## src/rtl/register_file_pkg.sv

```systemverilog
// Shared definitions for the configuration/operand register file.
// Address map of the dedicated registers, their reset values and the
// field layout of the UART configuration register (reg2).
package register_file_pkg;

  // Dedicated register addresses
  localparam int REG_OPA       = 0;
  localparam int REG_OPB       = 1;
  localparam int REG_UART_CFG  = 2;
  localparam int REG_DIV_RATIO = 3;

  // Reset values: parity enabled, even parity, prescale 32; divide ratio 32
  localparam logic [7:0] REG2_RST_VAL = 8'h81;
  localparam logic [7:0] REG3_RST_VAL = 8'h20;

  // UART configuration field positions inside reg2
  localparam int PAR_EN_BIT   = 0;
  localparam int PAR_TYP_BIT  = 1;
  localparam int PRESCALE_LSB = 2;
  localparam int PRESCALE_MSB = 7;

  // Extract the prescale field from a UART configuration byte
  function automatic logic [PRESCALE_MSB-PRESCALE_LSB:0] uart_prescale(input logic [7:0] cfg);
    return cfg[PRESCALE_MSB:PRESCALE_LSB];
  endfunction

endpackage

```

## src/rtl/register_file_if.sv

```systemverilog
// Controller <-> register file bus.
//   WR_EN      write strobe (one cycle per write)
//   RD_EN      read strobe (may be held)
//   ADDR       register address
//   WR_D       write data
//   RD_D       registered read data
//   RD_D_VALID high the cycle after an accepted read
// master = system controller, slave = register file.
interface register_file_if #(
  parameter int DATA_WIDTH = 8,
  parameter int ADDR_WIDTH = 4
);
  logic                  WR_EN;
  logic                  RD_EN;
  logic [ADDR_WIDTH-1:0] ADDR;
  logic [DATA_WIDTH-1:0] WR_D;
  logic [DATA_WIDTH-1:0] RD_D;
  logic                  RD_D_VALID;

  modport master (
    output WR_EN, RD_EN, ADDR, WR_D,
    input  RD_D, RD_D_VALID
  );

  modport slave (
    input  WR_EN, RD_EN, ADDR, WR_D,
    output RD_D, RD_D_VALID
  );
endinterface

```

## src/rtl/register_file.sv

```systemverilog
// 16x8 configuration and operand register file.
// Single-cycle writes and reads from the system controller, read data
// returned one cycle later with a valid flag. Registers 0..3 are also
// exposed continuously to the datapath.
// Ports:
//   CLK   system clock, rising edge
//   RST   asynchronous active-low reset
//   bus   controller bus (slave side), see register_file_if
//   REG0  ALU operand A
//   REG1  ALU operand B
//   REG2  UART config: bit0 PAR_EN, bit1 PAR_TYP, bits[7:2] PRESCALE
//   REG3  clock-divider ratio
module register_file
  import register_file_pkg::*;
#(
  parameter int                    DATA_WIDTH = 8,
  parameter int                    DEPTH      = 16,
  parameter int                    ADDR_WIDTH = 4,
  parameter logic [DATA_WIDTH-1:0] REG2_RST   = REG2_RST_VAL,
  parameter logic [DATA_WIDTH-1:0] REG3_RST   = REG3_RST_VAL
) (
  input  logic                  CLK,
  input  logic                  RST,
  register_file_if.slave        bus,
  output logic [DATA_WIDTH-1:0] REG0,
  output logic [DATA_WIDTH-1:0] REG1,
  output logic [DATA_WIDTH-1:0] REG2,
  output logic [DATA_WIDTH-1:0] REG3
);

  logic [DATA_WIDTH-1:0] mem [DEPTH];
  logic [DATA_WIDTH-1:0] rd_d_p1;
  logic                  vld_p1;
  logic                  in_range;
  logic                  wr_acc;
  logic                  rd_acc;

  // Only reachable when DEPTH is not a power of two
  assign in_range = (32'(bus.ADDR) < DEPTH);
  // Both strobes together is an illegal request: neither is honoured
  assign wr_acc   = bus.WR_EN && !bus.RD_EN;
  assign rd_acc   = bus.RD_EN && !bus.WR_EN;

  // Stage p0 -> p1: storage update and registered read
  always_ff @(posedge CLK or negedge RST) begin
    if (!RST) begin
      for (int i = 0; i < DEPTH; i++) begin
        mem[i] <= '0;
      end
      mem[REG_UART_CFG]  <= REG2_RST;
      mem[REG_DIV_RATIO] <= REG3_RST;
      rd_d_p1            <= '0;
      vld_p1             <= 1'b0;
    end else begin
      vld_p1 <= 1'b0;
      if (wr_acc) begin
        if (in_range) begin
          mem[bus.ADDR] <= bus.WR_D;
        end
      end else if (rd_acc) begin
        vld_p1  <= 1'b1;
        rd_d_p1 <= in_range ? mem[bus.ADDR] : '0;
      end
    end
  end

  assign bus.RD_D       = rd_d_p1;
  assign bus.RD_D_VALID = vld_p1;

  assign REG0 = mem[REG_OPA];
  assign REG1 = mem[REG_OPB];
  assign REG2 = mem[REG_UART_CFG];
  assign REG3 = mem[REG_DIV_RATIO];

endmodule

```

## src/flat_wrapper.sv

```systemverilog
// flat-port wrapper written by rule: the top's interface ports become plain ports
module register_file_flat import register_file_pkg::*;
#(
  parameter int                    DATA_WIDTH = 8,
  parameter int                    DEPTH      = 16,
  parameter int                    ADDR_WIDTH = 4,
  parameter logic [DATA_WIDTH-1:0] REG2_RST   = REG2_RST_VAL,
  parameter logic [DATA_WIDTH-1:0] REG3_RST   = REG3_RST_VAL
)
  (CLK, RST, REG0, REG1, REG2, REG3, bus_WR_EN, bus_RD_EN, bus_ADDR, bus_WR_D, bus_RD_D, bus_RD_D_VALID);
  register_file_if #(.DATA_WIDTH(DATA_WIDTH), .ADDR_WIDTH(ADDR_WIDTH)) bus_i ();
  input  logic CLK;
  input  logic RST;
  output logic [DATA_WIDTH-1:0] REG0;
  output logic [DATA_WIDTH-1:0] REG1;
  output logic [DATA_WIDTH-1:0] REG2;
  output logic [DATA_WIDTH-1:0] REG3;
  input wire logic [$bits(bus_i.WR_EN)-1:0] bus_WR_EN;
  input wire logic [$bits(bus_i.RD_EN)-1:0] bus_RD_EN;
  input wire logic [$bits(bus_i.ADDR)-1:0] bus_ADDR;
  input wire logic [$bits(bus_i.WR_D)-1:0] bus_WR_D;
  output wire logic [$bits(bus_i.RD_D)-1:0] bus_RD_D;
  output wire logic [$bits(bus_i.RD_D_VALID)-1:0] bus_RD_D_VALID;
  assign bus_i.WR_EN = bus_WR_EN;
  assign bus_i.RD_EN = bus_RD_EN;
  assign bus_i.ADDR = bus_ADDR;
  assign bus_i.WR_D = bus_WR_D;
  assign bus_RD_D = bus_i.RD_D;
  assign bus_RD_D_VALID = bus_i.RD_D_VALID;
  register_file #(.DATA_WIDTH(DATA_WIDTH), .DEPTH(DEPTH), .ADDR_WIDTH(ADDR_WIDTH), .REG2_RST(REG2_RST), .REG3_RST(REG3_RST)) u_core (.CLK(CLK), .RST(RST), .bus(bus_i), .REG0(REG0), .REG1(REG1), .REG2(REG2), .REG3(REG3));
endmodule
```

## config.mk

```make
export PLATFORM = sky130hd
export DESIGN_NAME = register_file_flat
export DESIGN_NICKNAME = d
export VERILOG_FILES = /design/src/rtl/register_file_pkg.sv /design/src/rtl/register_file_if.sv /design/src/rtl/register_file.sv /design/src/flat_wrapper.sv
export SDC_FILE = /design/constraint.sdc
export NUM_CORES = 1
export LEC_CHECK = 0
export BUFFER_PORTS_ARGS = -buffer_cell sky130_fd_sc_hd__buf_2
export CORE_ASPECT_RATIO = 0.7
export CORE_MARGIN = 2
export CORE_UTILIZATION = 40
export DETAILED_ROUTE_END_ITERATION = 6
export GPL_TIMING_DRIVEN = 0
export PLACE_DENSITY = 0.66
export SETUP_SLACK_MARGIN = 0.2
export SLEW_MARGIN = 25
export SYNTH_ARGS = -nofsm -noshare
export SYNTH_HDL_FRONTEND = slang
export SYNTH_SLANG_ARGS = --single-unit
```

## constraint.sdc

```tcl
create_clock -name CLK -period 1.4 [get_ports CLK]
set_input_delay 0.21 -clock CLK [delete_from_list [all_inputs] [get_ports CLK]]
set_output_delay 0.21 -clock CLK [all_outputs]
set_load 0.01 [all_outputs]
```

After elaboration in Yosys (flattened, before gate mapping)
Index checks and enable logic that the tools add are counted.
{ "totals": {"register_bits": 137, "latch_bits": 0, "ramBits": 0, "romBits": 0, "output_inout_bits": 41, "word_cells": 36, "memories": 0} }
{ "op_classes": {"n_addsub": 0, "n_mul": 0, "n_div": 0, "n_lt_le_gt_ge": 2, "n_eq_ne": 0, "n_shift": 0, "n_mux": 8, "n_bitwise": 2, "reduce_logical": 6} }
{ "ops": {"columns": ["cell", "count"], "rows": [
  ["128-bit bitwise mux", 1],
  ["8-bit binary-select mux with 4-bit select", 1],
  ["8-bit demux with 4-bit select", 1],
  ["8-bit two-way mux", 3],
  ["5-bit >= comparator, second input constant", 1],
  ["5-bit by 1-bit less-than comparator with 1-bit output, second input constant", 1],
  ["4-bit NOT with 5-bit output", 1],
  ["1-bit logical AND", 3],
  ["1-bit logical NOT", 2],
  ["1-bit two-way mux", 2],
  ["2-bit AND reduction", 1],
  ["1-bit NOT", 1]
]} }

Logic depth before layout (Yosys ltp)
{ "logic_depth": {"depth_word": 6, "depth_mapped": 7} }

Worst setup path after synthesis
No wires, ideal clock.
{ "synth_path": {"path_type": "input to register", "startpoint": "in bus_ADDR[1]", "endpoint": "reg u_core.mem[24] in the netlist's numbering", "arrival_ps": 1342, "required_time_ps": 1275, "slack_ps": -67, "path_stages": 5, "n_path_buf": 2, "cell_sequence": "buf_6 -> nor4b_4 -> nor2b_1 -> buf_4 -> mux2_2"} }
{ "synth_between": {"elab_chain_len": 6, "word_cells_on_any_way": 7, "classes_between": "2 x order compare; 3 x mux; 1 x bitwise; 1 x reduce/logical"} }
{ "synth_rtl": {"columns": ["item", "line", "source"], "rows": [
  ["start, declared", "flat_wrapper.sv:20", "input wire logic [$bits(bus_i.ADDR)-1:0] bus_ADDR;"],
  ["4-bit NOT with 5-bit output (not written as such) *", "register_file.sv:58", "mem[bus.ADDR] <= bus.WR_D;"],
  ["5-bit >= comparator (not written as such) / 5-bit by 1-bit less-than comparator with 1-bit output (equally long branches)", "register_file.sv:58", null],
  ["1-bit logical AND (not written as such)", "register_file.sv:58", null],
  ["8-bit two-way mux (not written as such)", "register_file.sv:58", null],
  ["8-bit demux with 4-bit select *", "register_file.sv:58", null],
  ["128-bit bitwise mux *", "register_file.sv:58", null],
  ["end signal, assigned by index", "register_file.sv:58", null],
  ["end, declared", "register_file.sv:31", "logic [DATA_WIDTH-1:0] mem [DEPTH];"]
]} }
Every way passes the cells marked *; elsewhere a longest branch is shown, timed or not.
A chain may end at the register's enable or synchronous reset.

Worst setup path in the final report
{ "layout_path": {"startpoint": "reg u_core.mem (netlist bit u_core.REG0[2])", "endpoint": "reg u_core.rd_d_p1[2], in the netlist u_core.bus.RD_D[2]"} }
{ "layout_between": {"elab_chain_len": 3} }
{ "layout_rtl": {"columns": ["item", "line", "source"], "rows": [
  ["8-bit binary-select mux with 4-bit select", "register_file.sv:62", "rd_d_p1 <= in_range ? mem[bus.ADDR] : '0;"],
  ["8-bit two-way mux (not written as such) (2 in a row)", "register_file.sv:62", null],
  ["end signal, assigned", "register_file.sv:62", null],
  ["end, declared", "register_file.sv:32", "logic [DATA_WIDTH-1:0] rd_d_p1;"]
]} }
Every way passes these cells. The select of a mux whose other input is x is not followed.

==> results.yml <==
setup_path:
  r2r-start: "u_core.REG0[2]"
  r2r_cells: 4
  cp_cell_sequence: "mux4_2, mux2i_2, or2_0, a31oi_1"
  regToRegSetupSlack_ns: -0.05
  required_ns: 1.68
  crit_fanout: 3
  worst_path_max_delay_cell: "mux4_2"
  crit_type: "reg -> reg"
  worstReg2RegEnd: "u_core.bus.RD_D[2]"
  arrival_ns: 1.73
  setup.worst_path.start_class: "flip-flop"
  cp_top_family: "multiplexers"
  path_buf_inv: 0
  cp-end-kind: "flip-flop"
  critPathMaxStageDelay_ns: 0.48
global_routing:
  antenna_found_initial: 0
  grt_pass1_wl_mm: 24.58
  track_usage_pct: 18.84
  grt-ovfl-total: 0
  grt_pass1_vias: 4223
  grt_max_degree: 70
yosys:
  avgSynthCellArea_sq_um: 14.60
  synth_fp_nets: 468
  yosys_warnings: 0
  syn_area_sq_um: 6600
  synth_seq_cells: 137
  yosysUniqueCellTypes: 31
  netlist_instances: 452
  ys.flop_type: "dfrtp_1"
  synth_edf_count: 0
  seq_area_frac_synth_pct: 52.00
  synth-async-reset-ratio_pct: 100.0
cells_and_area:
  stdcell_count: 783
  area.sequential_sq_um: 3432
  area_growth_pct: 28.68
  multi_input_area_sq_um: 2841
  nFillCells: 1322
  final_cell_mix: "dfrtp_1, mux2_2, buf_6"
  drive_gt1_share_pct: 58.06
  diodes: 0
  final_cell_area_sq_um: 8493
  layout_commonest_cell: "dfrtp_1"
  nets: 561
  final_util_pct: 52.27
floorplan:
  dieArea_sq_um: 17560
  row_count: 39
  dieWidth_um: 157.5
  start_util_pct: 40.62
  io_pins: 57
  core-area_sq_um: 16250
  die_h_um: 111.5
sta:
  worst-slew-pin-transition_ns: 0.5149
  grt_setup_unrepaired: "true"
  slew-limit-headroom_pct: 65.68
  max_freq_mhz: 689.7
  maxSlewViolCount: 0
  finalSetupViolCount: 4
  period_share_pct: 103.6
  hold_violations: 0
  period_minus_slack_ns: 1.450
  setup_slack_ns: -0.04985
  clock_skew_ns: 0.006514
route:
  met1_length_mm: 7.653
  drt_iter0_drc: 214
  wl_met2_mm: 7.089
  wl_per_cell_um: 20.04
  wl_met3_um: 775
  drc: 0
  wl_mm: 15.69
  num_vias: 4132
  firstDrtPassIters: 4
  viasPerCell: 5.277
  top_layer: "met4"
  antenna_left: 0
power:
  p_leak_nw: 3.927
  total_power_mw: 12.72
  powerDensity_nw_per_um2: 1498
  ir_drop_mv: 0.6681
cts:
  cts_tree: "built"
  clock_sinks: 137
  clk_path_buf_depth: 2
  path_clk_slew_ns: 0.06
  root_buffer: "clkbuf_16"
  htree_num_levels: 4
  clk_latency_ns: 0.41
  cts_inserted_buffers: 17
hold_path:
  whs_path_depth: 2
  hp-class: "in -> reg"
  hp-start: "bus_WR_D[6]"
  holdPathEnd: "u_core.mem[14]"
place:
  post-place-ws_ns: -0.4020
  place_area_sq_um: 7367
  dp_cells: 732
  globalplace.congestion: 0.8388
  port_buffers: 54
  dpl.hpwl_mm: 10.58
outcome:
  failed_checks: "setup timing"
  status: "finished with violations"
flow_run:
  drv_cap: 0
==> logic make-up (layout without fill, tap and decap cells) <==
family          count (synthesis)  after routing  share of synthesized area, %
compound gates                 24             24                         2.218
simple gates                   50             50                         4.967
buf+inv                        60            166                         6.881
mux                           181            181                         33.93
flops                         137            137                         52.00
==> where the power goes <==
group          switching (mW)  total, mW  internal [mW]  leakage, nW
registers               0.473       5.21           4.74         1.74
clock network            1.69       4.67           2.99        0.305
logic                   0.978       2.84           1.86         1.88
==> worst register-to-register path: cells and delay by family, from the launching register on <==
family | cells | cell delay, ns
simple gates | 1 | 0.15
flops | 1 | 0.40
mux | 2 | 0.67
compound gates | 1 | 0.09
==> per-layer routing <==
metal / vias up / GRT usage [%]
met5: - / 0
met4: 0 / 5.394
met3: 18 / 5.255
met2: 111 / 26.58
met1: 2190 / 28.34
li1: 1813 / -
==> through the flow <==
stage | hold WS, ns | TNS, ns
after global routing | 0.1181 | -0.4523
after floorplan | -0.08559 | -0.05856
after global placement | 0.4787 | -241.65
after CTS | 0.1196 | -0.1076
final | 0.1288 | -0.1050
after detailed placement | 0.1935 | -21.95
==> registers in the layout, indices dropped and copies added (netlist names) <==
name and cells:
u_core.mem 96, u_core.REG0 8, u_core.REG1 8, u_core.REG2 8, u_core.REG3 8, u_core.bus.RD_D 8, u_core.bus.RD_D_VALID 1
==> worst max path at each step <==
stage	startpoint	endpoint	depth (start not counted)
CTS	u_core.mem[66]	u_core.bus.RD_D[2]	4
floorplan	bus_ADDR[1]	u_core.mem[24]	5
global route	u_core.REG1[2]	u_core.bus.RD_D[2]	4
finish	u_core.REG0[2]	u_core.bus.RD_D[2]	4
global placement	RST	u_core.mem[2]	1
detailed placement	bus_ADDR[3]	u_core.bus.RD_D[5]	6
==> synth_stat cells (all sizes together) (2+ instances only) <==
| master | n | share of area, % |
|---|---|---|
| mux4 | 19 | 6.9 |
| clkbuf | 9 | 0.51 |
| nor2b | 6 | 0.57 |
| dfrtp | 134 | 51 |
| nand3b | 2 | 0.23 |
| nand2 | 10 | 0.80 |
| o22ai | 13 | 1.2 |
| a21oi | 3 | 0.23 |
| or2 | 8 | 0.76 |
| and4bb | 2 | 0.49 |
| dfstp | 3 | 1.2 |
| a31oi | 8 | 0.76 |
| buf | 51 | 6.4 |
| nor2 | 15 | 0.89 |
| mux2 | 128 | 22 |
| mux2i | 34 | 5.2 |
==> what timing repair did <==
item	in CTS	in global routing
pin swaps	6	3
resized for setup	70	9
setup endpoints to repair	58	52
endpoints found under the hold margin	66	0
hold buffers	1	0
setup buffers	7	11
==> layout make-up <==
class                      instances  area share [%]
sequential                       137           40.41
multi-input combinational        255           33.46
timing repair buffer              74           8.132
buffer                            60           7.351
clock buffer                      21           5.657
tap                              225           3.315
clock inverter                    11           1.679
Note: power is estimated with default switching activity, not from simulation.
